===== src/rtl/cpu_mem_seq_if.sv =====
// ----------------------------------------------------------------------------
// cpu_mem_seq_if
// Bundles the command handshake and the byte-wide memory bus of cpu_mem_seq.
//
// Parameters : ADDR_WIDTH (16 or 24), DATA_WIDTH (beat width),
//              MAX_BYTES (largest operand in beats).
// Signals    : enable        - clock qualifier shared by the whole block
//              cmd_*         - command offer (valid/ready handshake)
//              req_rdwr, which_rdwr, addr, data_out, data_in, mem_ready
//                            - memory bus, one beat per accepted mem_ready
//              rsp_valid, rsp_err, rsp_rdata
//                            - completion pulse and load result
// Modports   : master - the sequencer (drives bus and response)
//              slave  - the CPU/memory environment around it
// ----------------------------------------------------------------------------
interface cpu_mem_seq_if #(
    parameter int ADDR_WIDTH = 16,
    parameter int DATA_WIDTH = 8,
    parameter int MAX_BYTES  = 3
);
    logic                              enable;
    logic                              cmd_valid;
    logic                              cmd_ready;
    logic                              cmd_write;
    logic [1:0]                        cmd_len;
    logic [ADDR_WIDTH-1:0]             cmd_addr;
    logic                              cmd_bank_wrap;
    logic [MAX_BYTES*DATA_WIDTH-1:0]   cmd_wdata;
    logic                              req_rdwr;
    logic                              which_rdwr;
    logic [ADDR_WIDTH-1:0]             addr;
    logic [DATA_WIDTH-1:0]             data_out;
    logic [DATA_WIDTH-1:0]             data_in;
    logic                              mem_ready;
    logic                              rsp_valid;
    logic                              rsp_err;
    logic [MAX_BYTES*DATA_WIDTH-1:0]   rsp_rdata;

    modport master (
        input  enable, cmd_valid, cmd_write, cmd_len, cmd_addr, cmd_bank_wrap,
               cmd_wdata, data_in, mem_ready,
        output cmd_ready, req_rdwr, which_rdwr, addr, data_out,
               rsp_valid, rsp_err, rsp_rdata
    );

    modport slave (
        output enable, cmd_valid, cmd_write, cmd_len, cmd_addr, cmd_bank_wrap,
               cmd_wdata, data_in, mem_ready,
        input  cmd_ready, req_rdwr, which_rdwr, addr, data_out,
               rsp_valid, rsp_err, rsp_rdata
    );
endinterface


===== src/rtl/cpu_mem_seq.sv =====
// ----------------------------------------------------------------------------
// cpu_mem_seq
// Breaks a 1..MAX_BYTES-byte load/store command into byte beats on a simple
// request/ready memory bus, little-endian, one beat per mem_ready. Illegal
// lengths are accepted and answered with an error response and no bus traffic.
//
// Ports : clk  - sole clock, rising edge
//         rst  - asynchronous reset, active low
//         bus  - cpu_mem_seq_if.master (command, memory bus, response,
//                and the enable clock qualifier)
// ----------------------------------------------------------------------------
module cpu_mem_seq #(
    parameter int ADDR_WIDTH = 16,
    parameter int DATA_WIDTH = 8,
    parameter int MAX_BYTES  = 3
) (
    input  logic          clk,
    input  logic          rst,
    cpu_mem_seq_if.master bus
);
    localparam logic [1:0] IDLE   = 2'd0;
    localparam logic [1:0] ACCESS = 2'd1;
    localparam logic [1:0] DONE   = 2'd2;

    localparam logic ENUM__CPU_WH_RDWR__READ  = 1'b0;
    localparam logic ENUM__CPU_WH_RDWR__WRITE = 1'b1;

    localparam int WD_W = MAX_BYTES * DATA_WIDTH;
    // Bits that take part in the bank-wrap increment.
    localparam logic [ADDR_WIDTH-1:0] LOW_MASK = ADDR_WIDTH'(32'h0000_FFFF);

    logic [1:0]            state;
    logic                  lat_write;
    logic                  lat_wrap;
    logic [1:0]            lat_len;
    logic [1:0]            idx;
    logic [ADDR_WIDTH-1:0] cur_addr;
    logic [WD_W-1:0]       lat_wdata;
    logic [WD_W-1:0]       rdata_q;
    logic                  err_q;

    logic                  len_ok;
    logic [ADDR_WIDTH-1:0] addr_inc;
    logic [ADDR_WIDTH-1:0] addr_next;

    always_comb begin
        len_ok   = (bus.cmd_len != 2'd0) && (int'(bus.cmd_len) <= MAX_BYTES);
        addr_inc = cur_addr + ADDR_WIDTH'(1);
        // Bank wrap keeps the bits above 15; with a 16-bit bus ~LOW_MASK is
        // zero, so both modes collapse to the plain increment.
        addr_next = lat_wrap ? ((cur_addr & ~LOW_MASK) | (addr_inc & LOW_MASK))
                             : addr_inc;
    end

    // Bus outputs are decoded from state, so an asynchronous reset drops
    // req_rdwr in the same cycle and enable=0 freezes them with the state.
    assign bus.cmd_ready  = bus.enable && (state == IDLE);
    assign bus.req_rdwr   = (state == ACCESS);
    assign bus.which_rdwr = lat_write;
    assign bus.addr       = cur_addr;
    assign bus.rsp_valid  = (state == DONE);
    assign bus.rsp_err    = err_q;
    assign bus.rsp_rdata  = rdata_q;

    // NOTE: every always_comb output gets a default first so no latch is inferred.
    always_comb begin
        bus.data_out = '0;
        for (int i = 0; i < MAX_BYTES; i++) begin
            if (int'(idx) == i) bus.data_out = lat_wdata[i*DATA_WIDTH +: DATA_WIDTH];
        end
    end

    // NOTE: sequential state uses non-blocking assignments so all registers
    // update together on the edge.
    always_ff @(posedge clk or negedge rst) begin
        if (!rst) begin
            state     <= IDLE;
            lat_write <= ENUM__CPU_WH_RDWR__READ;
            lat_wrap  <= 1'b0;
            lat_len   <= 2'd0;
            idx       <= 2'd0;
            cur_addr  <= '0;
            lat_wdata <= '0;
            rdata_q   <= '0;
            err_q     <= 1'b0;
        end else if (bus.enable) begin
            case (state)
                IDLE: begin
                    if (bus.cmd_valid) begin
                        lat_write <= bus.cmd_write ? ENUM__CPU_WH_RDWR__WRITE
                                                   : ENUM__CPU_WH_RDWR__READ;
                        lat_wrap  <= bus.cmd_bank_wrap;
                        lat_len   <= bus.cmd_len;
                        cur_addr  <= bus.cmd_addr;
                        lat_wdata <= bus.cmd_wdata;
                        idx       <= 2'd0;
                        rdata_q   <= '0;
                        err_q     <= !len_ok;
                        state     <= len_ok ? ACCESS : DONE;
                    end
                end
                ACCESS: begin
                    if (bus.mem_ready) begin
                        for (int i = 0; i < MAX_BYTES; i++) begin
                            if (!lat_write && int'(idx) == i)
                                rdata_q[i*DATA_WIDTH +: DATA_WIDTH] <= bus.data_in;
                        end
                        idx      <= idx + 2'd1;
                        cur_addr <= addr_next;
                        if (idx == lat_len - 2'd1) state <= DONE;
                    end
                end
                DONE: begin
                    err_q <= 1'b0;
                    state <= IDLE;
                end
                default: state <= IDLE;
            endcase
        end
    end
endmodule


===== src/flat_wrapper.sv =====
// flat-port wrapper written by rule: the top's interface ports become plain ports
module cpu_mem_seq_flat 
#(
    parameter int ADDR_WIDTH = 16,
    parameter int DATA_WIDTH = 8,
    parameter int MAX_BYTES  = 3
)
  (clk, rst, bus_enable, bus_cmd_valid, bus_cmd_write, bus_cmd_len, bus_cmd_addr, bus_cmd_bank_wrap, bus_cmd_wdata, bus_data_in, bus_mem_ready, bus_cmd_ready, bus_req_rdwr, bus_which_rdwr, bus_addr, bus_data_out, bus_rsp_valid, bus_rsp_err, bus_rsp_rdata);
  cpu_mem_seq_if #(.ADDR_WIDTH(ADDR_WIDTH), .DATA_WIDTH(DATA_WIDTH), .MAX_BYTES(MAX_BYTES)) bus_i ();
  input  logic clk;
  input  logic rst;
  input wire logic [$bits(bus_i.enable)-1:0] bus_enable;
  input wire logic [$bits(bus_i.cmd_valid)-1:0] bus_cmd_valid;
  input wire logic [$bits(bus_i.cmd_write)-1:0] bus_cmd_write;
  input wire logic [$bits(bus_i.cmd_len)-1:0] bus_cmd_len;
  input wire logic [$bits(bus_i.cmd_addr)-1:0] bus_cmd_addr;
  input wire logic [$bits(bus_i.cmd_bank_wrap)-1:0] bus_cmd_bank_wrap;
  input wire logic [$bits(bus_i.cmd_wdata)-1:0] bus_cmd_wdata;
  input wire logic [$bits(bus_i.data_in)-1:0] bus_data_in;
  input wire logic [$bits(bus_i.mem_ready)-1:0] bus_mem_ready;
  output wire logic [$bits(bus_i.cmd_ready)-1:0] bus_cmd_ready;
  output wire logic [$bits(bus_i.req_rdwr)-1:0] bus_req_rdwr;
  output wire logic [$bits(bus_i.which_rdwr)-1:0] bus_which_rdwr;
  output wire logic [$bits(bus_i.addr)-1:0] bus_addr;
  output wire logic [$bits(bus_i.data_out)-1:0] bus_data_out;
  output wire logic [$bits(bus_i.rsp_valid)-1:0] bus_rsp_valid;
  output wire logic [$bits(bus_i.rsp_err)-1:0] bus_rsp_err;
  output wire logic [$bits(bus_i.rsp_rdata)-1:0] bus_rsp_rdata;
  assign bus_i.enable = bus_enable;
  assign bus_i.cmd_valid = bus_cmd_valid;
  assign bus_i.cmd_write = bus_cmd_write;
  assign bus_i.cmd_len = bus_cmd_len;
  assign bus_i.cmd_addr = bus_cmd_addr;
  assign bus_i.cmd_bank_wrap = bus_cmd_bank_wrap;
  assign bus_i.cmd_wdata = bus_cmd_wdata;
  assign bus_i.data_in = bus_data_in;
  assign bus_i.mem_ready = bus_mem_ready;
  assign bus_cmd_ready = bus_i.cmd_ready;
  assign bus_req_rdwr = bus_i.req_rdwr;
  assign bus_which_rdwr = bus_i.which_rdwr;
  assign bus_addr = bus_i.addr;
  assign bus_data_out = bus_i.data_out;
  assign bus_rsp_valid = bus_i.rsp_valid;
  assign bus_rsp_err = bus_i.rsp_err;
  assign bus_rsp_rdata = bus_i.rsp_rdata;
  cpu_mem_seq #(.ADDR_WIDTH(ADDR_WIDTH), .DATA_WIDTH(DATA_WIDTH), .MAX_BYTES(MAX_BYTES)) u_core (.clk(clk), .rst(rst), .bus(bus_i));
endmodule

===== config.mk =====
export PLATFORM = sky130hd
export DESIGN_NAME = cpu_mem_seq_flat
export DESIGN_NICKNAME = d
export VERILOG_FILES = /design/src/rtl/cpu_mem_seq_if.sv /design/src/rtl/cpu_mem_seq.sv /design/src/flat_wrapper.sv
export SDC_FILE = /design/constraint.sdc
export NUM_CORES = 1
export LEC_CHECK = 0
export BUFFER_PORTS_ARGS = -buffer_cell sky130_fd_sc_hd__buf_4
export CAP_MARGIN = 40
export CORE_ASPECT_RATIO = 1.1
export CORE_UTILIZATION = 46
export DETAILED_ROUTE_END_ITERATION = 8
export PLACE_DENSITY = 0.76
export RECOVER_POWER = 50
export SYNTH_ARGS = -nofsm -noshare
export SYNTH_HDL_FRONTEND = slang
export SYNTH_SLANG_ARGS = --single-unit

===== constraint.sdc =====
create_clock -name clk -period 3 [get_ports clk]
set_input_delay 0.6 -clock clk [delete_from_list [all_inputs] [get_ports clk]]
set_output_delay 0.6 -clock clk [all_outputs]
set_load 0.1 [all_outputs]

==> metrics.md, run 1 <==
| Metric | Value |
|---|---|
| Status | `finished with violations` |
| Failing checks | `max-capacitance violations, max-slew violations` |
| Setup violations, final | `0` |
| Routed WL | `8700 um` |
| Die ar. | `roughly 8000 um2` |
| Worst R2R Start | `u_core.state[0]` |
| Post-CTS setup buffers | `0` |
| Post-CTS sizing | `0` |
| DP Wirelength | `6290 um` |
| Pin count of the biggest net entering global routing | `45` |
| Primary FF master, synth | `dfrtp_1` |
| Async SR Flop Fraction | `100%` |
| Synth warn | `0` |
| H-tree depth | `3` |
| First-pass GRT wire length | `14,300 um` |
| Core footprint | `7430 um2` |
| Wire length per cell | `roughly 16 um` |
| CTS buffer count | `9` |
| I/O pins | `110` |
| Diode count | `0` |
| Core Util, Final | `60.6%` |
| R2R Path End | `u_core.lat_wdata[23]` |
| Hold_ws | `between 0.4 and 0.5 ns` |
| Critical path class | `reg2out` |
| Initial core utilization | `between 40 and 50%` |
| Setup WS pre-CTS | `0.501 ns` |
| CP cell instances | `inv_1 > ha_1 > nor2b_1 > a22oi_1 > o21ai_2 > buf_4` |
| Area Growth Syn to Fin | `28.4%` |
| Vias post-DR | `3,054` |
| WP data arrival | `2.25 ns` |
| Crit path launch type | `register` |
| Max cap viols | `1` |
| CP max stage delay | `0.47 ns` |
| Worst setup margin | `0.148 ns` |
| Post-synthesis cell type count | `39` |
| Skew-Pair Late Insertion Delay | `0.33 ns` |
| Worst-path clk slew | `0.07 ns` |
| Crit-path slowest cell | `nor2b_1` |
| Flop-to-flop setup slack | `0.40 ns` |
| Via density | `5.45` |
| Seq cells post-synth | `just over 70` |
| Net Count, Synth | `423` |
| Fin crit period | `about 2.9 ns` |
| CTS Root Buffer Type | `clkbuf_8` |
| Fin crit share | `between 90% and 100%` |
| Remaining DRCs | `0` |
| Synth Area per Inst | `9.69 um2` |
| Chip height | `93.6 um` |
| Sequential fraction of the synthesis area | `51.4%` |
| Number of synthesized flops with an enable pin | `0` |
| Critical Path RT | `2.40 ns` |
| Worst Reg-to-Reg Cells | `6` |
| Crit path max fanout | `11` |
| DR iter-0 viols | `227` |
| Slew Limit Headroom | `-0.674%` |
| Synthesized netlist cell count | `362` |
| Placed Instance Area | `4430 um2` |
| Crit path capture type | `primary output` |
| Die span in x | `85.3 um` |
| Endpoints failing hold | `0` |
| CTS max path bufs | `2` |
| Final instance area | `4500 um2` |
| Ratio of cells with drive above 1 in the final layout | `30.2%` |
| RSZ-0062 raised after global routing | `no` |
| Site Rows | `33` |
| GRT Total Usage | `23.2%` |
| Routed Antenna Nets | `0` |
| Nets | `530` |
| Gr ovfl total | `0` |
| CTS tree | `built` |
| CTS Hold Buffers Added | `0` |
| Mapped Area | `about 3500 um2` |
| Port bufs | `108` |
| Worst-Margin Slew | `about 1.5 ns` |
| Max Fclk | `351 MHz` |
| Max-slew violation count | `30` |
| GP Congestion | `~0.85` |
| Min-Delay Path Class | `in2reg` |
| Clock skew | `between 0.005 and 0.006 ns` |
| Vias in the first global route | `2,963` |
| Worst Setup SP | `u_core.idx[1]` |
| TritonRoute pass-1 iters | `4` |
| Sink Count | `72` |
| Initial antenna violation count | `0` |
| Worst setup path endpoint | `bus_data_out[3]` |
==> final cells by class <==
type,count,area (um2)
clock buffer,9,124
inverter,7,26.3
clock inverter,6,61.3
tap,87,109
timing repair buffer,114,759
sequential,72,1800
multi-input combinational,265,1620
fill,680,2930
==> layer usage <==
metal,vias up,track usage (%),part of all wire (%)
met1,1455,28.6,40
met3,12,4.77,5.4
met4,0,8.19,1.9
met5,-,0,0
met2,113,40.5,52
li1,1474,-,-
==> worst max-delay path, delay by kind of cell, from the launching register on <==
| kind | cells | cell delay, ns |
|---|---|---|
| flops | 1 | 0.38 |
| compound gates | 2 | 0.34 |
| simple gates | 1 | 0.47 |
| buf+inv | 2 | 0.40 |
| fa+ha+maj | 1 | 0.33 |
==> logic make-up after synthesis <==
group           count (synthesis)  synth area share (%)
simple gates                  154                  20.0
compound gates                 74                  13.7
flops                          72                  51.4
mux                            32                  10.0
buf+inv                        25                  3.21
fa+ha+maj                       4                  1.43
xor+xnor                        1                 0.250
==> state kept, by name (all words and copies together) (netlist names) <==
signal and count:
u_core.lat_len 2, u_core.lat_wdata 24, u_core.idx 2, u_core.bus.addr 16, u_core.bus.rsp_err 1, u_core.state 2
u_core.bus.rsp_rdata 24, u_core.bus.which_rdwr 1
==> cell usage after synthesis, types with 2 or more instances <==
master,instances,area share (%)
nand2_1,96,10
dfrtp_1,72,51
mux2_2,23,7.4
o21ai_0,21,3.0
a21oi_1,19,2.7
and2_1,12,2.1
buf_2,9,1.3
nand3_1,9,1.3
o22ai_1,9,1.6
clkbuf_1,8,0.86
a22oi_1,7,1.5
inv_1,7,0.75
mux2i_1,7,2.0
nor2_1,7,0.75
nand2b_1,6,1.1
nand4_1,6,1.1
nor3_1,5,0.71
ha_1,4,1.4
nor4_1,4,0.71
a21oi_4,3,1.4
nor2b_1,3,0.54
o31ai_1,3,0.64
a211oi_1,2,0.43
a31o_2,2,0.50
a31oi_1,2,0.36
mux2_1,2,0.64
o32ai_1,2,0.50
==> cell usage in the layout, fill, tap and decap left out, drive strengths merged, types with 9 or more instances in the layout <==
master and n:
and2 12, a21oi 22, o22ai 9, nand2 97, buf 88, clkbuf 35
mux2 25, nand3 9, dfrtp 72, o21ai 21
==> worst min-delay path by stage <==
stage                        startpoint             endpoint  slack [ns]  depth (start not counted)
finish                 bus_cmd_wdata[2]  u_core.lat_wdata[2]        0.45                          3
global route           bus_cmd_wdata[5]  u_core.lat_wdata[5]        0.44                          3
CTS                                 rst   u_core.bus.addr[0]        0.19                          1
detailed placement  u_core.lat_wdata[6]  u_core.lat_wdata[6]        0.46                          2
global placement    u_core.lat_wdata[6]  u_core.lat_wdata[6]        0.46                          2
floorplan                           rst   u_core.bus.addr[0]        0.30                          0
==> through the flow <==
stage               std cells  TNS (ns)
global placement          544         0
global route              560         0
CTS                       560         0
detailed placement        545         0
finish                    560         0
floorplan                 362    -0.177
Power of run 1 is left out: the tool's default activity adds up to more than one toggle a clock period on the data nets, which glitch-free logic cannot reach.
==> run 2, diff against run 1 <==
--- a/config.mk
+++ b/config.mk
@@ -10,7 +10,7 @@
 export CORE_ASPECT_RATIO = 1.1
 export CORE_UTILIZATION = 46
 export DETAILED_ROUTE_END_ITERATION = 8
-export PLACE_DENSITY = 0.76
+export PLACE_DENSITY = 0.73
 export RECOVER_POWER = 50
 export SYNTH_ARGS = -nofsm -noshare
 export SYNTH_HDL_FRONTEND = slang
==> metrics.md, run 2 (synthesized netlist as in run 1, its figures left out) <==
| Metric | Value |
|---|---|
| Worst-Margin Slew | `1.82 ns (was 1.51 ns)` |
| Diode count | `0 (unchanged)` |
| GRT Total Usage | `22.8% (was 23.2%)` |
| Sink Count | `72 (unchanged)` |
| Crit-path slowest cell | `dfrtp_1 (was nor2b_1)` |
| WP data arrival | `2.12 ns (was 2.25 ns)` |
| Gr ovfl total | `0 (unchanged)` |
| Hold_ws | `0.443 ns (was 0.454 ns)` |
| Remaining DRCs | `0 (unchanged)` |
| Max Fclk | `367 MHz (was 351 MHz)` |
| Setup violations, final | `0 (unchanged)` |
| Endpoints failing hold | `0 (unchanged)` |
| Post-CTS setup buffers | `0 (unchanged)` |
| RSZ-0062 raised after global routing | `no (unchanged)` |
| Most common cell after layout, fill and taps aside | `nand2_1 (unchanged)` |
| Placed Instance Area | `4430 um2 (unchanged)` |
| Slew Limit Headroom | `-21.3% (was -0.674%)` |
| Fin crit share | `90.8% (was 95.1%)` |
| Most frequent cells in the layout | `nand2_1, buf_4, dfrtp_1 (unchanged)` |
| Core footprint | `7430 um2 (unchanged)` |
| Critical path class | `reg2out (unchanged)` |
| Initial core utilization | `47.2% (unchanged)` |
| First-pass GRT wire length | `14,200 um (was 14,300 um)` |
| Fin crit period | `2.72 ns (was 2.85 ns)` |
| Initial antenna violation count | `0 (unchanged)` |
| Clock skew | `0.0102 ns (was 0.00574 ns)` |
| Max-slew violation count | `33 (was 30)` |
| DP Wirelength | `6060 um (was 6290 um)` |
| Worst path bufs/invs | `2 (unchanged)` |
| Failing checks | `max-capacitance violations, max-slew violations (unchanged)` |
| Vias in the first global route | `3,090 (was 2,963)` |
| Via density | `5.42 (was 5.45)` |
| Routed WL | `8510 um (was 8700 um)` |
| Status | `finished with violations (unchanged)` |
| I/O pins | `110 (unchanged)` |
| Pin count of the biggest net entering global routing | `41 (was 45)` |
| H-tree depth | `3 (unchanged)` |
| CTS buffer count | `9 (unchanged)` |
| Critical path's top delay family | `buffers and inverters (was simple AND/OR/NAND/NOR gates)` |
| CTS Root Buffer Type | `clkbuf_8 (unchanged)` |
| GP Congestion | `0.801 (was 0.849)` |
| DR iter-0 viols | `139 (was 227)` |
| CP cell instances | `inv_1 > ha_1 > nor2b_2 > a22oi_1 > o21ai_2 > buf_4 (was inv_1 > ha_1 > nor2b_1 > a22oi_1 > o21ai_2 > buf_4)` |
| CTS Hold Buffers Added | `0 (unchanged)` |
| Hold Startpoint | `bus_cmd_wdata[7] (was bus_cmd_wdata[2])` |
| Crit path launch type | `register (unchanged)` |
| Port bufs | `108 (unchanged)` |
| Final instance area | `4520 um2 (was 4500 um2)` |
| Skew-Pair Late Insertion Delay | `0.34 ns (was 0.33 ns)` |
| Worst setup margin | `0.277 ns (was 0.148 ns)` |
| Critical Path RT | `2.40 ns (about the same)` |
| Crit path capture type | `primary output (unchanged)` |
| Post-CTS sizing | `0 (unchanged)` |
| Max cap viols | `1 (unchanged)` |
| Setup WS pre-CTS | `0.498 ns (was 0.501 ns)` |
| Worst Setup SP | `u_core.idx[1] (unchanged)` |
| Worst R2R Start | `u_core.state[0] (unchanged)` |
| Crit path max fanout | `11 (unchanged)` |
| Die ar. | `7980 um2 (unchanged)` |
| CP max stage delay | `0.39 ns (was 0.47 ns)` |
| CTS tree | `built (unchanged)` |
| Nets | `531 (was 530)` |
| Wire length per cell | `15.1 um (was 15.5 um)` |
| CTS max path bufs | `2 (unchanged)` |
| Site Rows | `33 (unchanged)` |
| TritonRoute pass-1 iters | `4 (unchanged)` |
| Chip height | `93.6 um (unchanged)` |
| Area Growth Syn to Fin | `28.8% (was 28.4%)` |
| Routed Antenna Nets | `0 (unchanged)` |
| Min-Delay Path Class | `in2reg (unchanged)` |
| Ratio of cells with drive above 1 in the final layout | `30.7% (was 30.2%)` |
| Die span in x | `85.3 um (unchanged)` |
| Worst-path clk slew | `0.08 ns (was 0.07 ns)` |
| Vias post-DR | `3,047 (was 3,054)` |
[run 2: changes by cell type in the layout (fill, tap and decap cells not counted), sizes merged]
cell,delta
buf,+3
bufinv,-1
clkbuf,-2
clkinv,-1
clkinvlp,+1
inv,+2
[run 2: path summary, 6_finish.rpt]
check | end | slack (ns) | cells after the start
min reg2reg | u_core.lat_wdata[1] | 0.49 | 2
min | u_core.lat_wdata[7] | 0.44 | 3
max reg2reg | u_core.bus.rsp_rdata[11] | 0.74 | 4
max in group asynchronous | u_core.lat_wdata[1] | 1.21 | 1
max | bus_data_out[4] | 0.28 | 6
min in group asynchronous | u_core.bus.addr[11] | 0.74 | 1
[run 2: routing by layer]
metal / part of all wire [%] / wire length [um] / global-route usage (%)
met3: 5.5 / 466 / 3.80
met1: 43 / 3690 / 29.6
met5: 0 / 0 / 0
met2: 49 / 4200 / 37.9
met4: 1.8 / 157 / 9.31
[run 2: worst register-to-register path, stage by stage (launching register included)]
cell and delay, ns:
dfrtp_1 0.43, mux2_1 0.46, nand2_1 0.43, a21oi_4 0.44, mux2_1 0.38
[run 2: stage by stage]
stage	utilization [%]	setup TNS (ns)	instances
floorplan	-	-0.177	362
global placement	59.4	0	545
detailed placement	59.6	0	546
CTS	62.1	0	562
global route	60.8	0	562
finish	60.8	0	562
[run 2: cell type report]
| cell class | instances | area [um2] |
|---|---|---|
| clock buffer | 9 | 124 |
| multi-input combinational | 265 | 1620 |
| timing repair buffer | 115 | 786 |
| tap | 87 | 109 |
| sequential | 72 | 1800 |
| inverter | 7 | 26.3 |
| fill | 703 | 2920 |
| clock inverter | 7 | 55.1 |
Power of run 2 is left out for the same reason.
